<file path="config.mk">
export PLATFORM = sky130hd
export DESIGN_NAME = aibcr3_rxword_align_flat
export DESIGN_NICKNAME = d
export VERILOG_FILES = /design/src/rtl/aibcr3_rxword_align_if.sv /design/src/rtl/aibcr3_rxword_align.sv /design/src/flat_wrapper.sv
export SDC_FILE = /design/constraint.sdc
export NUM_CORES = 1
export LEC_CHECK = 0
export ABC_AREA = 1
export CAP_MARGIN = 10
export CORE_UTILIZATION = 35
export CTS_CLUSTER_DIAMETER = 40
export DETAILED_ROUTE_END_ITERATION = 12
export GPL_TIMING_DRIVEN = 0
export PLACE_DENSITY_LB_ADDON = 0.15
export SETUP_SLACK_MARGIN = 0.05
export SLEW_MARGIN = 10
export SYNTH_ARGS = -nofsm -noshare
export SYNTH_HDL_FRONTEND = slang
export SYNTH_SLANG_ARGS = --single-unit
</file>
<file path="constraint.sdc">
create_clock -name iclkin_dist -period 3.03 [get_ports iclkin_dist]
set_input_delay 0.606 -clock iclkin_dist [delete_from_list [all_inputs] [get_ports iclkin_dist]]
set_output_delay 0.606 -clock iclkin_dist [all_outputs]
set_load 0.01 [all_outputs]
</file>
<file path="src/rtl/aibcr3_rxword_align_if.sv">
// Bus bundle between the RX capture/adapter side and the word aligner.
interface aibcr3_rxword_align_if #(
    parameter int unsigned WIDTH = 20
);
    localparam int unsigned OFF_W = $clog2(WIDTH);

    logic             ien;
    logic             idat0;
    logic             idat1;
    logic [WIDTH-1:0] imark;
    logic [WIDTH-1:0] imask;
    logic             iclr_err;
    logic [WIDTH-1:0] odata;
    logic             odata_vld;
    logic             olock;
    logic [1:0]       ostate;
    logic             oslip;
    logic [OFF_W-1:0] ooffset;
    logic [7:0]       oerr_cnt;

    modport master (
        output ien, idat0, idat1, imark, imask, iclr_err,
        input  odata, odata_vld, olock, ostate, oslip, ooffset, oerr_cnt
    );

    modport slave (
        input  ien, idat0, idat1, imark, imask, iclr_err,
        output odata, odata_vld, olock, ostate, oslip, ooffset, oerr_cnt
    );
endinterface

</file>
<file path="src/rtl/aibcr3_rxword_align.sv">
// Deserialises the AIB RX DDR bit pair into WIDTH-bit words and locks the
// word boundary onto a masked marker with a HUNT/CHECK/LOCK state machine.
module aibcr3_rxword_align #(
    parameter int unsigned WIDTH    = 20,
    parameter int unsigned LOCK_CNT = 4,
    parameter int unsigned LOSS_CNT = 3
) (
    input logic                   iclkin_dist,
    input logic                   irst,
    aibcr3_rxword_align_if.slave  bus
);
    localparam int unsigned SR_W   = 2 * WIDTH;
    localparam int unsigned OFF_W  = $clog2(WIDTH);
    localparam int unsigned BEATS  = WIDTH / 2;
    localparam int unsigned BEAT_W = (BEATS > 1) ? $clog2(BEATS) : 1;
    localparam int unsigned GOOD_W = $clog2(LOCK_CNT + 1);
    localparam int unsigned BAD_W  = $clog2(LOSS_CNT + 1);

    typedef enum logic [1:0] {
        ST_HUNT  = 2'd0,
        ST_CHECK = 2'd1,
        ST_LOCK  = 2'd2
    } state_t;

    logic [SR_W-1:0]   r_sr;
    logic [BEAT_W-1:0] r_beat;
    state_t            r_state;
    logic [GOOD_W-1:0] r_good;
    logic [BAD_W-1:0]  r_bad;
    logic [OFF_W-1:0]  r_offset;
    logic [7:0]        r_err;
    logic [WIDTH-1:0]  r_odata;
    logic              r_vld;
    logic              r_slip;
    logic              r_lock;

    logic [WIDTH-1:0]  w_window;
    logic              w_match;
    logic              w_strobe;
    logic [OFF_W-1:0]  w_offset_inc;
    logic [GOOD_W-1:0] w_good_inc;
    logic [BAD_W-1:0]  w_bad_inc;
    state_t            w_state_nxt;
    logic [GOOD_W-1:0] w_good_nxt;
    logic [BAD_W-1:0]  w_bad_nxt;
    logic [OFF_W-1:0]  w_offset_nxt;
    logic              w_slip_nxt;
    logic              w_err_inc;

    // Window at the current offset; higher offsets look at older bits.
    assign w_window     = WIDTH'(r_sr >> r_offset);
    assign w_match      = ((w_window ^ bus.imark) & bus.imask) == '0;
    assign w_strobe     = bus.ien && (r_beat == BEAT_W'(BEATS - 1));
    assign w_offset_inc = (r_offset == OFF_W'(WIDTH - 1)) ? '0 : r_offset + OFF_W'(1);
    assign w_good_inc   = r_good + GOOD_W'(1);
    assign w_bad_inc    = r_bad + BAD_W'(1);

    // Pair shifter runs regardless of enable so history is always current.
    always_ff @(posedge iclkin_dist or posedge irst) begin
        if (irst) begin
            r_sr <= '0;
        end else begin
            r_sr <= {r_sr[SR_W-3:0], bus.idat0, bus.idat1};
        end
    end

    always_ff @(posedge iclkin_dist or posedge irst) begin
        if (irst) begin
            r_beat <= '0;
        end else if (!bus.ien || w_strobe) begin
            r_beat <= '0;
        end else begin
            r_beat <= r_beat + BEAT_W'(1);
        end
    end

    always_ff @(posedge iclkin_dist or posedge irst) begin
        if (irst) begin
            r_state  <= ST_HUNT;
            r_good   <= '0;
            r_bad    <= '0;
            r_offset <= '0;
        end else begin
            r_state  <= w_state_nxt;
            r_good   <= w_good_nxt;
            r_bad    <= w_bad_nxt;
            r_offset <= w_offset_nxt;
        end
    end

    always_comb begin
        w_state_nxt  = r_state;
        w_good_nxt   = r_good;
        w_bad_nxt    = r_bad;
        w_offset_nxt = r_offset;
        w_slip_nxt   = 1'b0;
        w_err_inc    = 1'b0;
        if (!bus.ien) begin
            w_state_nxt  = ST_HUNT;
            w_good_nxt   = '0;
            w_bad_nxt    = '0;
            w_offset_nxt = '0;
        end else if (w_strobe) begin
            unique case (r_state)
                ST_HUNT: begin
                    if (w_match) begin
                        w_good_nxt  = GOOD_W'(1);
                        w_bad_nxt   = '0;
                        w_state_nxt = (LOCK_CNT == 1) ? ST_LOCK : ST_CHECK;
                    end else begin
                        w_offset_nxt = w_offset_inc;
                        w_slip_nxt   = 1'b1;
                    end
                end
                ST_CHECK: begin
                    if (w_match) begin
                        w_good_nxt = w_good_inc;
                        if (w_good_inc == GOOD_W'(LOCK_CNT)) begin
                            w_state_nxt = ST_LOCK;
                            w_bad_nxt   = '0;
                        end
                    end else begin
                        w_state_nxt  = ST_HUNT;
                        w_good_nxt   = '0;
                        w_offset_nxt = w_offset_inc;
                        w_slip_nxt   = 1'b1;
                    end
                end
                ST_LOCK: begin
                    if (w_match) begin
                        w_bad_nxt = '0;
                    end else begin
                        w_err_inc = 1'b1;
                        w_bad_nxt = w_bad_inc;
                        // Losing lock keeps the offset; the hunt restarts from it.
                        if (w_bad_inc == BAD_W'(LOSS_CNT)) begin
                            w_state_nxt = ST_HUNT;
                            w_good_nxt  = '0;
                            w_bad_nxt   = '0;
                        end
                    end
                end
                default: begin
                    w_state_nxt = ST_HUNT;
                    w_good_nxt  = '0;
                    w_bad_nxt   = '0;
                end
            endcase
        end
    end

    always_ff @(posedge iclkin_dist or posedge irst) begin
        if (irst) begin
            r_odata <= '0;
            r_vld   <= 1'b0;
            r_slip  <= 1'b0;
            r_lock  <= 1'b0;
        end else begin
            r_vld  <= w_strobe;
            r_slip <= w_slip_nxt;
            r_lock <= (w_state_nxt == ST_LOCK);
            if (w_strobe) begin
                r_odata <= w_window;
            end
        end
    end

    // Clear has priority over a coincident increment.
    always_ff @(posedge iclkin_dist or posedge irst) begin
        if (irst) begin
            r_err <= '0;
        end else if (bus.iclr_err) begin
            r_err <= '0;
        end else if (w_err_inc && (r_err != 8'hFF)) begin
            r_err <= r_err + 8'd1;
        end
    end

    assign bus.odata     = r_odata;
    assign bus.odata_vld = r_vld;
    assign bus.olock     = r_lock;
    assign bus.ostate    = r_state;
    assign bus.oslip     = r_slip;
    assign bus.ooffset   = r_offset;
    assign bus.oerr_cnt  = r_err;

endmodule

</file>
<file path="src/flat_wrapper.sv">
// flat-port wrapper written by rule: the top's interface ports become plain ports
module aibcr3_rxword_align_flat 
#(
    parameter int unsigned WIDTH    = 20,
    parameter int unsigned LOCK_CNT = 4,
    parameter int unsigned LOSS_CNT = 3
)
  (iclkin_dist, irst, bus_ien, bus_idat0, bus_idat1, bus_imark, bus_imask, bus_iclr_err, bus_odata, bus_odata_vld, bus_olock, bus_ostate, bus_oslip, bus_ooffset, bus_oerr_cnt);
  aibcr3_rxword_align_if #(.WIDTH(WIDTH)) bus_i ();
  input logic iclkin_dist;
  input logic irst;
  input wire logic [$bits(bus_i.ien)-1:0] bus_ien;
  input wire logic [$bits(bus_i.idat0)-1:0] bus_idat0;
  input wire logic [$bits(bus_i.idat1)-1:0] bus_idat1;
  input wire logic [$bits(bus_i.imark)-1:0] bus_imark;
  input wire logic [$bits(bus_i.imask)-1:0] bus_imask;
  input wire logic [$bits(bus_i.iclr_err)-1:0] bus_iclr_err;
  output wire logic [$bits(bus_i.odata)-1:0] bus_odata;
  output wire logic [$bits(bus_i.odata_vld)-1:0] bus_odata_vld;
  output wire logic [$bits(bus_i.olock)-1:0] bus_olock;
  output wire logic [$bits(bus_i.ostate)-1:0] bus_ostate;
  output wire logic [$bits(bus_i.oslip)-1:0] bus_oslip;
  output wire logic [$bits(bus_i.ooffset)-1:0] bus_ooffset;
  output wire logic [$bits(bus_i.oerr_cnt)-1:0] bus_oerr_cnt;
  assign bus_i.ien = bus_ien;
  assign bus_i.idat0 = bus_idat0;
  assign bus_i.idat1 = bus_idat1;
  assign bus_i.imark = bus_imark;
  assign bus_i.imask = bus_imask;
  assign bus_i.iclr_err = bus_iclr_err;
  assign bus_odata = bus_i.odata;
  assign bus_odata_vld = bus_i.odata_vld;
  assign bus_olock = bus_i.olock;
  assign bus_ostate = bus_i.ostate;
  assign bus_oslip = bus_i.oslip;
  assign bus_ooffset = bus_i.ooffset;
  assign bus_oerr_cnt = bus_i.oerr_cnt;
  aibcr3_rxword_align #(.WIDTH(WIDTH), .LOCK_CNT(LOCK_CNT), .LOSS_CNT(LOSS_CNT)) u_core (.iclkin_dist(iclkin_dist), .irst(irst), .bus(bus_i));
endmodule
</file>
Word-level counts from Yosys, hierarchy flattened
Index checks and enable logic that the tools add are counted.
- flip-flop bits (word level): 87
- input bits: 46
- output and inout bits: 38
- word-level logic and storage cells: 84
- $add $sub $neg: 5
- equality and inequality tests: 16
- shift operators: 1
- muxes and demuxes: 38
- bitwise logic cells: 2
- reductions and logical operators: 11
- operators with widths (operator ; number):
    $shr A40 B5 Y20 ; 1
    $mux W2 ; 14
    $mux W5 ; 5
    $and A20 B20 Y20 ; 1
    $logic_not A20 Y1 ; 1
    $xor A20 B20 Y20 ; 1
    $mux W3 ; 6
    $mux W8 ; 2
    $ne A3 B2 Y1 const B ; 4
    $pmux W2 S3 ; 2
    $pmux W3 S3 ; 1
    $add A8 B1 Y8 const B ; 1
    $ne A8 B8 Y1 const B ; 1
    $reduce_and A4 Y1 ; 2
    $mux W1 ; 7
    $eq A2 B2 Y1 const B ; 3
    $add A5 B1 Y5 const B ; 1
    $eq A5 B5 Y1 const B ; 1
    $add A4 B1 Y4 const B ; 1
    $eq A4 B4 Y1 const B ; 1
    $mux W4 ; 1
    $ne A2 B2 Y1 const B ; 2
    $add A3 B1 Y3 const B ; 1
    $eq A3 B3 Y1 const B ; 1
    other kinds (11) ; 12

Logic depth before layout (Yosys ltp)
Gate-level depths: netlist (run 1).
- depth in word-level cells: 11
- gate-level depth with buffers: 22
- gate-level depth less buffers: 20

Worst setup path after synthesis (run 1)
OpenSTA, ideal clock, no wires.
- path kind: flip-flop to flip-flop
- start point: reg u_core.r_offset[0], in the netlist u_core.bus.ooffset[0]
- end point: reg u_core.r_good[0]
- setup time: 0.123 ns
- arrival time: 2.118 ns
- required time: 2.907 ns
- path slack: 0.789 ns
- cell stages (with the launch flop): 21
- path buffers: 2
- period minus slack after synthesis: 2.241 ns
- cell sequence: dfrtp_1 > buf_6 > inv_8 > buf_6 > nand2_1 > nand3_1 > nand3_1 > nand3_2 > nand3_1 > nand2_1 > nand2_1 > nand3_1 > nand2_1 > nor2_2 > nand2_1 > nor2_4 > nand2_4 > a21oi_4 > nor2_2 > nand2_1 > nand2_1
- cells in the longest elaborated chain, start to end: 8
- elaborated cells on any way between the ends: 11
- classes of those cells: eq/ne: 2; shift: 1; mux: 4; bitwise: 2; reduce/logical: 2
- ends and longest elaborated chain (what ; RTL line ; source):
    start: declaration ; aibcr3_rxword_align.sv:30 ; logic [OFF_W-1:0] r_offset;
    start signal: assignment ; aibcr3_rxword_align.sv:87 ; r_offset <= w_offset_nxt;
    $shr A40 B5 Y20 * ; aibcr3_rxword_align.sv:51 ; assign w_window = WIDTH'(r_sr >> r_offset);
    $xor A20 B20 Y20 * ; aibcr3_rxword_align.sv:52 ; assign w_match = ((w_window ^ bus.imark) & bus.imask) == '0;
    $and A20 B20 Y20 * ; aibcr3_rxword_align.sv:52 ;
    $logic_not A20 Y1 * ; aibcr3_rxword_align.sv:52 ;
    $mux W3 ; aibcr3_rxword_align.sv:116 ; if (w_match) begin
    $pmux W3 S3 ; aibcr3_rxword_align.sv:104 ; unique case (r_state)
    $mux W3 ; aibcr3_rxword_align.sv:103 ; end else if (w_strobe) begin
    $mux W3 ; aibcr3_rxword_align.sv:98 ; if (!bus.ien) begin
    end signal: assignment ; aibcr3_rxword_align.sv:85 ; r_good <= w_good_nxt;
    end: declaration ; aibcr3_rxword_align.sv:28 ; logic [GOOD_W-1:0] r_good;
Mark *: on every way between the ends. The rest lies on a longest branch, timed or not. The select of a mux whose other input is x is not followed.
A chain may end at the register's enable or synchronous reset.

Worst setup path after layout (run 1)
- start point: reg u_core.r_offset[0], in the netlist u_core.bus.ooffset[0]
- end point: reg u_core.r_good[1]
Same word-level chain as after synthesis.

==> results.py, run 1 <==
metrics = {
    "synthesis": {
        "synth_largest_area_cell": "dfrtp_1",
        "synth-edff-count": 0,
        "yosysWarnings": 0,
        "syn_nets": 862,
        "synth_common_cells": "nand2_1, nand3_1, dfrtp_1",
        "syn-cell-area_um2": 5650,
        "synth_area_leaders": "dfrtp_1, nand3_1, nand2_1",
        "ys_seq_elements": 87,
        "yosysMostFrequentCell": "nand2_1",
        "yosysTopAreaCellShare_pct": 38.6,
        "synth_flop_cell": "dfrtp_1",
        "synth_cell_types": 35,
        "synth-seq-area-share_pct": 38.6,
        "avgSynthCellArea_um2": 6.97,
        "synthCells": 810,
        "ys_async_sr_fraction_pct": 100,
    },
    "global_routing": {
        "grt_pass1_wl_um": 28600,
        "grt_util_all_layers_pct": 22.7,
        "gr-total-overflow": 0,
        "grt_max_degree": 48,
        "grt_pass1_vias": 5546,
        "antenna_found_initial": 0,
    },
    "pwr": {
        "power_uw": 2740,
        "internal_power_uw": 2040,
        "p_leak_uw": 0.00332,
        "p_comb_share_pct": 12.0,
        "ir_drop_uv": 459,
        "power_frac_seq_pct": 45.2,
        "sw_frac_of_total_pct": 25.5,
        "power_density_nw_per_um2": 385,
        "pwr-share-clk_pct": 42.8,
        "switchingPower_uw": 699,
    },
    "placement": {
        "dpl.hpwl_um": 13700,
        "gp_congestion": 0.868,
        "placed_cells": 1110,
        "numPortBuffers": 83,
    },
    "run_status": {
        "outcome": "finished clean",
    },
    "sta": {
        "period_minus_slack_ns": 2.76,
        "fin_skew_ns": 0.0111,
        "maxSlewHeadroom_pct": 63.6,
        "timing.fmax_mhz": 362,
        "rsz0062_at_grt": "no",
        "maxSlewViolCount": 0,
        "hold_viol_final": 0,
        "worstMarginPinSlew_ns": 0.545,
        "setup_violations": 0,
        "finalCritPeriodShare_pct": 91.2,
    },
    "clock_tree": {
        "clockBufferDepth": 2,
        "clk_pin_slew_ns": 0.07,
        "htree_levels": 3,
        "clock-root-buffer": "clkbuf_16",
        "clock_sink_count": 87,
        "cts_made_buffers": 9,
        "clk_latency_ns": 0.36,
        "cts_tree": "built",
    },
    "finish": {
        "syn_to_final_growth_pct": 25.9,
        "diodes": 0,
        "finalNonFillerCells": 1126,
        "drive_gt1_share_pct": 9.78,
        "nets": 957,
        "multi_input_area_um2": 3060,
        "fillers": 1636,
        "seq_area_um2": 2180,
    },
    "worst_setup_path": {
        "critPathCaptureType": "flop",
        "cp.arrival_ns": 3.01,
        "slowest_stage": "dfrtp_2",
        "worstSetupStartpointType": "flop",
        "critPathBufInv": 4,
        "worst_path_largest_cell_delay_ns": 0.45,
        "critical_path_class": "flop to flop",
        "cp_common_cell": "nand2_1",
        "crit_family": "simple AND/OR/NAND/NOR gates",
        "cp_data_required_time_ns": 3.28,
        "crit_chain": "buf_6 -> inv_8 -> buf_6 -> nand2_1 -> nand3_1 -> nand3_1 -> nand3_1 -> nand3_1 -> nand2_1 -> nand2_1 -> nand3_1 -> nand2_1 -> nor2_4 -> inv_1 -> nor2_4 -> nand2_4 -> a21oi_4 -> nor2_2 -> nand2_1 -> nand2_1",
        "crit_fanout": 10,
    },
    "floorplanning": {
        "die_w_um": 129,
        "die_area_um2": 16600,
        "num_rows": 46,
        "core_area_um2": 15800,
        "die_y_um": 129,
        "start_util_pct": 35.7,
        "io-pin-count": 84,
    },
    "route": {
        "wl_um": 17500,
        "dr.first_iter.drc_count": 465,
        "via_per_inst": 5.18,
        "vias": 5835,
        "post_drt_wl_per_cell_um": 15.6,
        "first_pass_iters": 5,
        "ant_nets": 0,
        "drc_errors": 0,
    },
    "min_path": {
        "hp-class": "flop to flop",
    },
    "job": {
        "max_cap_viol_count": 0,
    },
}
power by group through the flow:
stage                     clock network, µW  registers, µW  logic (µW)
after detailed placement                  0           1260         325
after CTS                              1210           1240         327
final                                  1170           1240         328
after global routing                   1260           1240         366
after floorplan                           0           1250         176
after global placement                    0           1260         319
through the flow:
stage	util, %	setup slack, ns	hold slack [ns]	TNS, ns	instance area [µm²]
2_1_floorplan	-	0.174	0.354	0	5650
3_3_place_gp	42.6	-1.23	0.361	-106.30	6750
3_5_place_dp	42.8	0.214	0.372	0	6780
4_1_cts	44.8	0.199	0.398	0	7090
5_1_grt	44.9	0.0596	0.415	0	7110
6_report	44.9	0.268	0.390	0	7110
per-layer routing:
layer | wire (µm) | vias to the layer above | part of all wire, % | global-route usage (%)
met2 | 8160 | 174 | 47 | 37.0
met3 | 1040 | 36 | 5.9 | 4.86
met4 | 501 | 0 | 2.9 | 8.93
li1 | - | 2886 | - | -
met1 | 7820 | 2739 | 45 | 29.2
met5 | 0 | - | 0 | 0
cell usage in the layout (no fill, tap or decap), drive strengths merged, types with 2 or more instances in the layout:
cell type | synthesis | routed
a21oi | 13 | 13
buf | 26 | 27
clkbuf | 11 | 22
clkdlybuf4s50 | 0 | 83
clkinvlp | 0 | 2
dfrtp | 87 | 87
ha | 6 | 6
inv | 52 | 54
nand2 | 275 | 275
nand3 | 252 | 252
nand3b | 13 | 13
nand4 | 4 | 4
nor2 | 30 | 30
nor3 | 6 | 6
nor4 | 2 | 2
o21ai | 22 | 22
or2 | 2 | 2
xor2 | 5 | 5
state kept, by name, summed over array words and instances, names as in the netlist:
register / flops
u_core.bus.odata: 20
u_core.bus.odata_vld: 1
u_core.bus.oerr_cnt: 8
u_core.bus.olock: 1
u_core.bus.ooffset: 5
u_core.bus.oslip: 1
u_core.bus.ostate: 2
u_core.r_bad: 2
u_core.r_beat: 4
u_core.r_good: 3
u_core.r_sr: 40
logic make-up (layout without fill, tap and decap cells):
kind of cell / after synthesis / in the layout / share of synthesized area, %
buffers and inverters: 89 / 189 / 7.47
and+or+nand+nor: 584 / 584 / 47.8
AOI/OAI and AO/OA: 38 / 38 / 3.95
adders and majority gates: 6 / 6 / 1.33
xor gates and xnor gates: 6 / 6 / 0.931
DFF: 87 / 87 / 38.6
path summary, 6_finish.rpt:
path                                              startpoint  slack, ns                          endpoint  depth (start not counted)
max                        u_core.bus.ooffset[0]$_DFFE_PP0P_       0.27      u_core.r_good[1]$_DFFE_PP0P_                         20
min                                 u_core.r_sr[0]$_DFF_PP0_       0.39          u_core.r_sr[2]$_DFF_PP0_                          0
max reg2reg                u_core.bus.ooffset[0]$_DFFE_PP0P_       0.27      u_core.r_good[1]$_DFFE_PP0P_                         20
min reg2reg                         u_core.r_sr[0]$_DFF_PP0_       0.39          u_core.r_sr[2]$_DFF_PP0_                          0
max in group asynchronous                               irst       1.78  u_core.bus.odata[15]$_DFFE_PP0P_                          3
min in group asynchronous                               irst       0.63          u_core.r_sr[0]$_DFF_PP0_                          2
final cells by class:
type                            count  share of cell area (%)
Clock inverter                      5                   0.880
Sequential cell                    87                    30.6
Buffer                             37                    3.10
Multi-Input combinational cell    634                    43.1
Inverter                           52                    2.89
Clock buffer                       11                    3.56
Timing Repair Buffer               84                    12.1
Tap cell                          216                    3.80
repair_timing:
action	4_1_cts	5_1_grt
gates resized for setup	0	7
endpoints found under the setup margin	0	17
hold endpoints to repair	0	0
hold buffers	0	0
setup buffers	0	0
(Power assumes the default switching activity.)
==> run 2, diff against run 1 <==
--- a/config.mk
+++ b/config.mk
@@ -10,10 +10,10 @@
 export CORE_UTILIZATION = 35
 export CTS_CLUSTER_DIAMETER = 40
 export DETAILED_ROUTE_END_ITERATION = 12
-export GPL_TIMING_DRIVEN = 0
 export PLACE_DENSITY_LB_ADDON = 0.15
 export SETUP_SLACK_MARGIN = 0.05
 export SLEW_MARGIN = 10
 export SYNTH_ARGS = -nofsm -noshare
 export SYNTH_HDL_FRONTEND = slang
 export SYNTH_SLANG_ARGS = --single-unit
+export TNS_END_PERCENT = 1
==> results.py, run 2 (same netlist as run 1, synthesis figures left out) <==
metrics = {
    "finish": {
        "largest_register": "u_core.r_sr",
        "largest_reg_flops": 40,
        "multi_input_area_um2": 3050,
        "syn_to_final_growth_pct": 23.9,
        "fillers": 1656,
        "seq_area_um2": 2180,
        "utilization_pct": 44.2,
        "drive_gt1_share_pct": 8.13,
        "nets": 933,
        "final_cell_mix": "nand2_1, nand3_1, dfrtp_1",
        "diodes": 0,
        "mostFrequentLayoutCell": "nand2_1",
        "finalNonFillerCells": 1102,
    },
    "global_routing": {
        "grt_pass1_wl_um": 28000,
        "use_met2_pct": 36.3,
        "grt_pass1_vias": 5498,
        "grt_max_degree": 44,
        "gr-total-overflow": 0,
        "grtUsageMet1_pct": 28.4,
        "busiest_layer": "met2",
        "use_met3_pct": 4.32,
        "antenna_found_initial": 0,
        "grt_util_all_layers_pct": 22.0,
    },
    "pwr": {
        "p_comb_share_pct": 11.9,
        "p_leak_uw": 0.00326,
        "power_frac_seq_pct": 45.7,
        "power_density_nw_per_um2": 388,
        "pwr-share-clk_pct": 42.4,
        "power_uw": 2710,
        "internal_power_uw": 2030,
        "sw_frac_of_total_pct": 25.2,
        "ir_drop_uv": 351,
        "switchingPower_uw": 684,
    },
    "worst_setup_path": {
        "critPathBufInv": 1,
        "critPathCaptureType": "flop",
        "crit_chain": "buf_4 -> nand2_1 -> nand3_1 -> nand3_1 -> nand3_1 -> nand3_1 -> nand2_1 -> nand2_1 -> nand3_1 -> nand2_1 -> nor2_2 -> nand2_1 -> nor2_4 -> nand2_4 -> a21oi_4 -> nor2_2 -> nand2_1 -> nand2_1",
        "cp_common_cell": "nand2_1",
        "slowest_stage": "dfrtp_1",
        "crit_fanout": 14,
        "cp_data_required_time_ns": 3.27,
        "worstSetupStartpointType": "flop",
        "cp.arrival_ns": 2.89,
        "critical_path_class": "flop to flop",
        "worst_path_largest_cell_delay_ns": 0.50,
        "crit_family": "simple AND/OR/NAND/NOR gates",
    },
    "min_path": {
        "hp-class": "flop to flop",
    },
    "floorplanning": {
        "start_util_pct": 35.7,
        "die_w_um": 129,
        "num_rows": 46,
        "core_area_um2": 15800,
        "io-pin-count": 84,
        "die_area_um2": 16600,
        "die_y_um": 129,
    },
    "sta": {
        "timing.fmax_mhz": 377,
        "rsz0062_at_grt": "no",
        "period_minus_slack_ns": 2.65,
        "fin_skew_ns": 0.00997,
        "worstMarginPinSlew_ns": 0.677,
        "finalCritPeriodShare_pct": 87.5,
        "maxSlewHeadroom_pct": 54.8,
        "setup_violations": 0,
        "hold_ws_ns": 0.381,
        "maxSlewViolCount": 0,
        "hold_viol_final": 0,
        "setup_tns_ns": 0,
    },
    "clock_tree": {
        "clk_pin_slew_ns": 0.07,
        "cts_made_buffers": 9,
        "cts_tree": "built",
        "cts_hold_buf": 0,
        "post-cts-setup-buffers": 0,
        "htree_levels": 3,
        "clk_latency_ns": 0.36,
        "cts_repair_resize_count": 0,
        "clock-root-buffer": "clkbuf_16",
        "clockBufferDepth": 2,
        "clock_sink_count": 87,
    },
    "placement": {
        "placed_cells": 1086,
        "dpl.hpwl_um": 13000,
        "gp_congestion": 0.898,
        "numPortBuffers": 83,
    },
    "route": {
        "dr.first_iter.drc_count": 418,
        "wl_um": 17200,
        "post_drt_wl_per_cell_um": 15.6,
        "first_pass_iters": 5,
        "via_per_inst": 5.18,
        "vias": 5705,
        "drc_errors": 0,
        "ant_nets": 0,
    },
    "run_status": {
        "outcome": "finished clean",
    },
    "job": {
        "max_cap_viol_count": 0,
    },
}
==> run 2: cell types whose count changed in the layout (fill, tap and decap cells not counted), moves of 2 or more <==
cell,previous run,this run
inv_6,2,0
clkbuf_1,10,0
buf_4,7,10
nand2_2,12,10
buf_6,5,0
nand2_1,260,262
clkinv_2,0,3
buf_2,13,0
buf_12,0,4
==> run 2: metrics by stage <==
step           instance area, µm²  setup WS, ns
2_1_floorplan                5650         0.174
3_3_place_gp                 6680         0.400
3_5_place_dp                 6680         0.402
4_1_cts                      6990         0.388
5_1_grt                      6990         0.109
6_report                     6990         0.379
==> run 2: path summary, 6_finish.rpt <==
path / from / end / slack, ns / cells after the start
min in group asynchronous: irst / u_core.bus.oslip$_DFF_PP0_ / 0.57 / 2
max reg2reg: u_core.bus.ooffset[0]$_DFFE_PP0P_ / u_core.r_good[2]$_DFFE_PP0P_ / 0.38 / 18
min: u_core.r_sr[0]$_DFF_PP0_ / u_core.r_sr[2]$_DFF_PP0_ / 0.38 / 0
max in group asynchronous: irst / u_core.bus.odata[17]$_DFFE_PP0P_ / 1.79 / 3
max: u_core.bus.ooffset[0]$_DFFE_PP0P_ / u_core.r_good[2]$_DFFE_PP0P_ / 0.38 / 18
min reg2reg: u_core.r_sr[0]$_DFF_PP0_ / u_core.r_sr[2]$_DFF_PP0_ / 0.38 / 0
==> run 2: cell type report <==
class,instances,area share (%)
inverters,52,2.92
repair buffers,97,14.1
flip-flops and latches,87,31.1
well taps,216,3.86
clock inverters,5,0.805
clock buffers,11,3.61
multi-input cells,634,43.6
==> run 2: power by group through the flow <==
stage | clock network [µW] | registers, µW | logic [µW]
global route | 1230 | 1240 | 364
global placement | 0 | 1260 | 325
finish | 1150 | 1240 | 324
CTS | 1180 | 1240 | 326
detailed placement | 0 | 1260 | 325
floorplan | 0 | 1250 | 176
==> run 2: worst reg2reg max path, delay by kind of cell, from the launching register on <==
| kind | cells | cell delay [ns] |
|---|---|---|
| flops | 1 | 0.50 |
| buf+inv | 1 | 0.28 |
| compound gates | 1 | 0.17 |
| simple gates | 16 | 1.60 |
==> run 2: metal layers <==
metal  routed length, µm  up-vias
li1                    -     2838
met3                 955       39
met2                8110      187
met1                7640     2641
met5                   0        -
met4                 453        0
==> run 3, diff against run 2 <==
==> constraint.sdc (replaced) <==
create_clock -name iclkin_dist -period 2.39 [get_ports iclkin_dist]
set_input_delay 0.478 -clock iclkin_dist [delete_from_list [all_inputs] [get_ports iclkin_dist]]
set_output_delay 0.478 -clock iclkin_dist [all_outputs]
set_load 0.01 [all_outputs]
==> results.py, run 3 (same netlist as run 1, synthesis figures left out) <==
metrics = {
    "floorplanning": {
        "core_area_um2": 15800,
        "die_w_um": 129,
        "io-pin-count": 84,
        "die_y_um": 129,
        "die_area_um2": 16600,
        "num_rows": 46,
        "start_util_pct": 35.7,
    },
    "worst_setup_path": {
        "crit_family": "simple AND/OR/NAND/NOR gates",
        "crit_fanout": 16,
        "slowest_stage": "dfrtp_2",
        "worst_path_largest_cell_delay_ns": 0.47,
        "critPathCaptureType": "flop",
        "critPathBufInv": 2,
        "cp_data_required_time_ns": 2.62,
        "worstSetupStartpointType": "flop",
        "crit_chain": "buf_4 -> buf_12 -> nand2_1 -> nand3_2 -> nand3_2 -> nand3_2 -> nand3_2 -> nand3_1 -> nand3_1 -> nand2_1 -> nor2_4 -> nand2_2 -> nor2_4 -> nand2_4 -> a21oi_4 -> nor2_2 -> nand2_1 -> nand2_1",
        "critical_path_class": "flop to flop",
        "cp.arrival_ns": 2.82,
    },
    "clock_tree": {
        "cts_tree": "built",
        "clockBufferDepth": 2,
        "cts_hold_buf": 0,
        "clock-root-buffer": "clkbuf_16",
        "clock_sink_count": 87,
        "htree_levels": 3,
        "clk_pin_slew_ns": 0.06,
        "cts_made_buffers": 9,
        "clk_latency_ns": 0.35,
    },
    "placement": {
        "placed_area_um2": 7060,
        "numPortBuffers": 83,
        "gp_congestion": 0.905,
        "dpl.hpwl_um": 13400,
    },
    "pwr": {
        "switchingPower_uw": 881,
        "power_frac_seq_pct": 44.0,
        "pwr-share-clk_pct": 41.9,
        "p_comb_share_pct": 14.1,
        "p_leak_uw": 0.00380,
        "power_density_nw_per_um2": 439,
        "sw_frac_of_total_pct": 24.6,
        "ir_drop_uv": 280,
        "internal_power_uw": 2690,
    },
    "route": {
        "first_pass_iters": 5,
        "via_per_inst": 5.21,
        "vias": 6002,
        "dr.first_iter.drc_count": 437,
        "drc_errors": 0,
        "wl_um": 18100,
        "post_drt_wl_per_cell_um": 15.7,
        "ant_nets": 0,
    },
    "sta": {
        "finalCritPeriodShare_pct": 108,
        "worstMarginPinSlew_ns": 0.518,
        "hold_viol_final": 0,
        "fin_ws_ns": -0.193,
        "setup_tns_ns": -2.53,
        "maxSlewViolCount": 0,
        "setup_violations": 22,
        "period_minus_slack_ns": 2.58,
        "timing.fmax_mhz": 387,
        "maxSlewHeadroom_pct": 65.4,
        "fin_skew_ns": 0.00984,
        "rsz0062_at_grt": "yes",
    },
    "min_path": {
        "hp-class": "flop to flop",
    },
    "run_status": {
        "outcome": "finished with violations",
        "violations": "negative setup slack",
    },
    "finish": {
        "final_cell_mix": "nand2_1, nand3_1, nand3_2",
        "stdcell_area_um2": 8150,
        "largest_register": "u_core.r_sr",
        "largest_reg_flops": 40,
        "nets": 985,
        "mostFrequentLayoutCell": "nand2_1",
        "syn_to_final_growth_pct": 44.3,
        "diodes": 0,
        "drive_gt1_share_pct": 27.5,
    },
    "global_routing": {
        "gr-total-overflow": 0,
        "grt_pass1_vias": 5840,
        "antenna_found_initial": 0,
        "grt_pass1_wl_um": 29500,
        "grt_util_all_layers_pct": 23.0,
        "grt_max_degree": 41,
    },
    "job": {
        "max_cap_viol_count": 0,
    },
}
==> run 3: through the flow <==
stage / power, µW / cells / setup slack [ns] / hold WS [ns] / util [%]
6_report: 3580 / 1153 / -0.193 / 0.379 / 51.5
5_1_grt: 3730 / 1153 / -0.373 / 0.408 / 51.5
4_1_cts: 3610 / 1152 / -0.153 / 0.390 / 49.7
3_5_place_dp: 2050 / 1127 / -0.268 / 0.376 / 44.6
3_3_place_gp: 2050 / 1127 / -0.234 / 0.388 / 44.6
2_1_floorplan: 1810 / 810 / 0.149 / 0.354 / -
==> run 3: layer usage <==
metal  up-vias  share of wire, %  track usage (%)
met5         -                 0                0
met2       154                50             40.1
met4         0               2.2             7.89
met1      2866                44             29.1
met3        31               4.0             3.53
li1       2951                 -                -
==> run 3: power groups by stage <==
stage          clock network, µW  registers, µW  logic (µW)
4_1_cts                     1550           1570         481
6_report                    1500           1570         503
3_3_place_gp                   0           1600         449
2_1_floorplan                  0           1590         224
5_1_grt                     1600           1580         559
3_5_place_dp                   0           1600         449
==> run 3: cell type report <==
type | instances | area (µm²)
repair inverters | 1 | 20.0
fillers | 1574 | 7680
multi-input cells | 634 | 3670
well taps | 216 | 270
repair buffers | 148 | 1480
inverters | 52 | 215
flip-flops and latches | 87 | 2180
clock inverters | 4 | 70.1
clock buffers | 11 | 243
==> run 3: worst paths after layout <==
check / startpoint / to / slack, ns / depth (start not counted)
max reg2reg: u_core.bus.ooffset[0]$_DFFE_PP0P_ / u_core.r_good[1]$_DFFE_PP0P_ / -0.19 / 18
min in group asynchronous: irst / u_core.bus.oslip$_DFF_PP0_ / 0.51 / 2
min reg2reg: u_core.r_sr[0]$_DFF_PP0_ / u_core.r_sr[2]$_DFF_PP0_ / 0.38 / 0
max: u_core.bus.ooffset[0]$_DFFE_PP0P_ / u_core.r_good[1]$_DFFE_PP0P_ / -0.19 / 18
max in group asynchronous: irst / u_core.r_sr[25]$_DFF_PP0_ / 1.31 / 3
min: u_core.r_sr[0]$_DFF_PP0_ / u_core.r_sr[2]$_DFF_PP0_ / 0.38 / 0
==> run 3: worst reg2reg max path: stages (launching register included) <==
cell and delay (ns):
dfrtp_2 0.47, buf_4 0.17, buf_12 0.14, nand2_1 0.13, nand3_2 0.12, nand3_2 0.10
nand3_2 0.11, nand3_2 0.13, nand3_1 0.07, nand3_1 0.08, nand2_1 0.12, nor2_4 0.17
nand2_2 0.08, nor2_4 0.10, nand2_4 0.10, a21oi_4 0.19, nor2_2 0.08, nand2_1 0.07
nand2_1 0.05
==> run 3: timing repair <==
action                                  4_1_cts  5_1_grt
buffers inserted                              8        1
gates cloned                                  2        0
gates resized for setup                      84       67
pin swaps                                    21       21
endpoints found under the setup margin       22       22
==> edit: new RTL, flow settings as in run 2 <==
`WIDTH` is set to 20 in 3 places; all go to 10.
--- a/src/rtl/aibcr3_rxword_align_if.sv
+++ b/src/rtl/aibcr3_rxword_align_if.sv
@@ -1,6 +1,6 @@
 // Bus bundle between the RX capture/adapter side and the word aligner.
 interface aibcr3_rxword_align_if #(
-    parameter int unsigned WIDTH = 20
+    parameter int unsigned WIDTH = 10
 );
     localparam int unsigned OFF_W = $clog2(WIDTH);
 
--- a/src/rtl/aibcr3_rxword_align.sv
+++ b/src/rtl/aibcr3_rxword_align.sv
@@ -1,7 +1,7 @@
 // Deserialises the AIB RX DDR bit pair into WIDTH-bit words and locks the
 // word boundary onto a masked marker with a HUNT/CHECK/LOCK state machine.
 module aibcr3_rxword_align #(
-    parameter int unsigned WIDTH    = 20,
+    parameter int unsigned WIDTH    = 10,
     parameter int unsigned LOCK_CNT = 4,
     parameter int unsigned LOSS_CNT = 3
 ) (
--- a/src/flat_wrapper.sv
+++ b/src/flat_wrapper.sv
@@ -1,7 +1,7 @@
 // flat-port wrapper written by rule: the top's interface ports become plain ports
 module aibcr3_rxword_align_flat 
 #(
-    parameter int unsigned WIDTH    = 20,
+    parameter int unsigned WIDTH    = 10,
     parameter int unsigned LOCK_CNT = 4,
     parameter int unsigned LOSS_CNT = 3
 )
Interface: changed (resized bus_imark, bus_imask, bus_odata and bus_ooffset); port bits go from 84 to 53. No check against the original RTL was run, so the function may have changed too.
==> edit against run 2 <==
Clock skew down 0.0011 ns. Cell count down 44%. The run now ends with DRC left. Largest power group unchanged. Synthesized area down 42%. Combinational power up 34%. Sequential cell count down 32. Wire length down 54%. Power down 38%. Cell area down 43%. Setup slack better by 0.078 ns. Critical path type unchanged. Critical endpoint is now u_core.bus.oerr_cnt[2]$_DFFE_PP0P_.
==> edit: results (changes against run 2) <==
* Max reg flops at 20 (-50%)
* Status: finished, violations left
* Synth Area in XOR/XNOR at 2.43% (+1.5 points)
* H-tree lvl count at 2 (-1)
* Failing checks: DRC
* Pre-CTS setup slack at 0.471 ns (+0.0691 ns)
* FMAX at 389 MHz (+3.0%)
* Switching Fraction at 28.9% (+3.7 points)
* DRT iter0 DRCs at 134 (-68%)
* Worst stage delay on the critical path at 0.53 ns (+0.03 ns)
* Routing usage on met3 at 3.15% (-1.2 points)
* Peak fanout along the critical path at 21 (+7)
* Signal buffers at 59 (-39%)
* Arrival @ worst endpoint at 2.77 ns (-0.12 ns)
* Via density at 4.97 (-4.0%)
* Clock buf count at 6 (-5)
* Register Area at 1380 µm² (-37%)
* Clock insertion delay at the later pin of the skew report at 0.30 ns (-0.06 ns)
* Synth Area in Compound Gates at 2.89% (-1.1 points)
* Number of clock sinks at 55 (-37%)
* Vias in the first global route at 3038 (-45%)
* Clk power at 0.369 mW (-68%)
* Drt first pass iters at 9 (+4)
* P_leak at 2.00 nW (-39%)
* M2 GR Usage at 29.6% (-6.7 points)
* Gpl congestion at 0.838 (-6.7%)
* GR Util All Layers at 17.6% (-4.5 points)
* Fin Hold WS at 0.395 ns (+0.0145 ns)
* Metal-1 WL at 3710 µm (-51%)
* Grt met1 use at 23.0% (-5.4 points)
* Signal buf overhead at 14.5% (+0.40 points)
* DR DRC count at 5 (+5)
* Placed instance area at 3880 µm² (-42%)
* Multi-input gate area at 1650 µm² (-46%)
edit: cells by family after synthesis:
group	count (synthesis)
and+or+nand+nor	314
DFF	55
buffers and inverters	54
AOI/OAI and AO/OA	18
xor gates and xnor gates	9
adders and majority gates	7
edit: final timing paths:
kind                                                 endpoint  cells past startpoint
setup / recovery           u_core.bus.oerr_cnt[2]$_DFFE_PP0P_                     18
hold / removal                       u_core.r_sr[2]$_DFF_PP0_                      0
setup reg to reg           u_core.bus.oerr_cnt[2]$_DFFE_PP0P_                     18
hold reg to reg                      u_core.r_sr[2]$_DFF_PP0_                      0
max in group asynchronous           u_core.r_sr[10]$_DFF_PP0_                      3
min in group asynchronous         u_core.r_bad[1]$_DFFE_PP0P_                      2
edit: through the flow:
stage,cells,util (%)
after detailed placement,610,43.8
after CTS,616,44.7
after global placement,610,43.8
final,616,44.7
after floorplan,457,-
after global routing,616,44.7
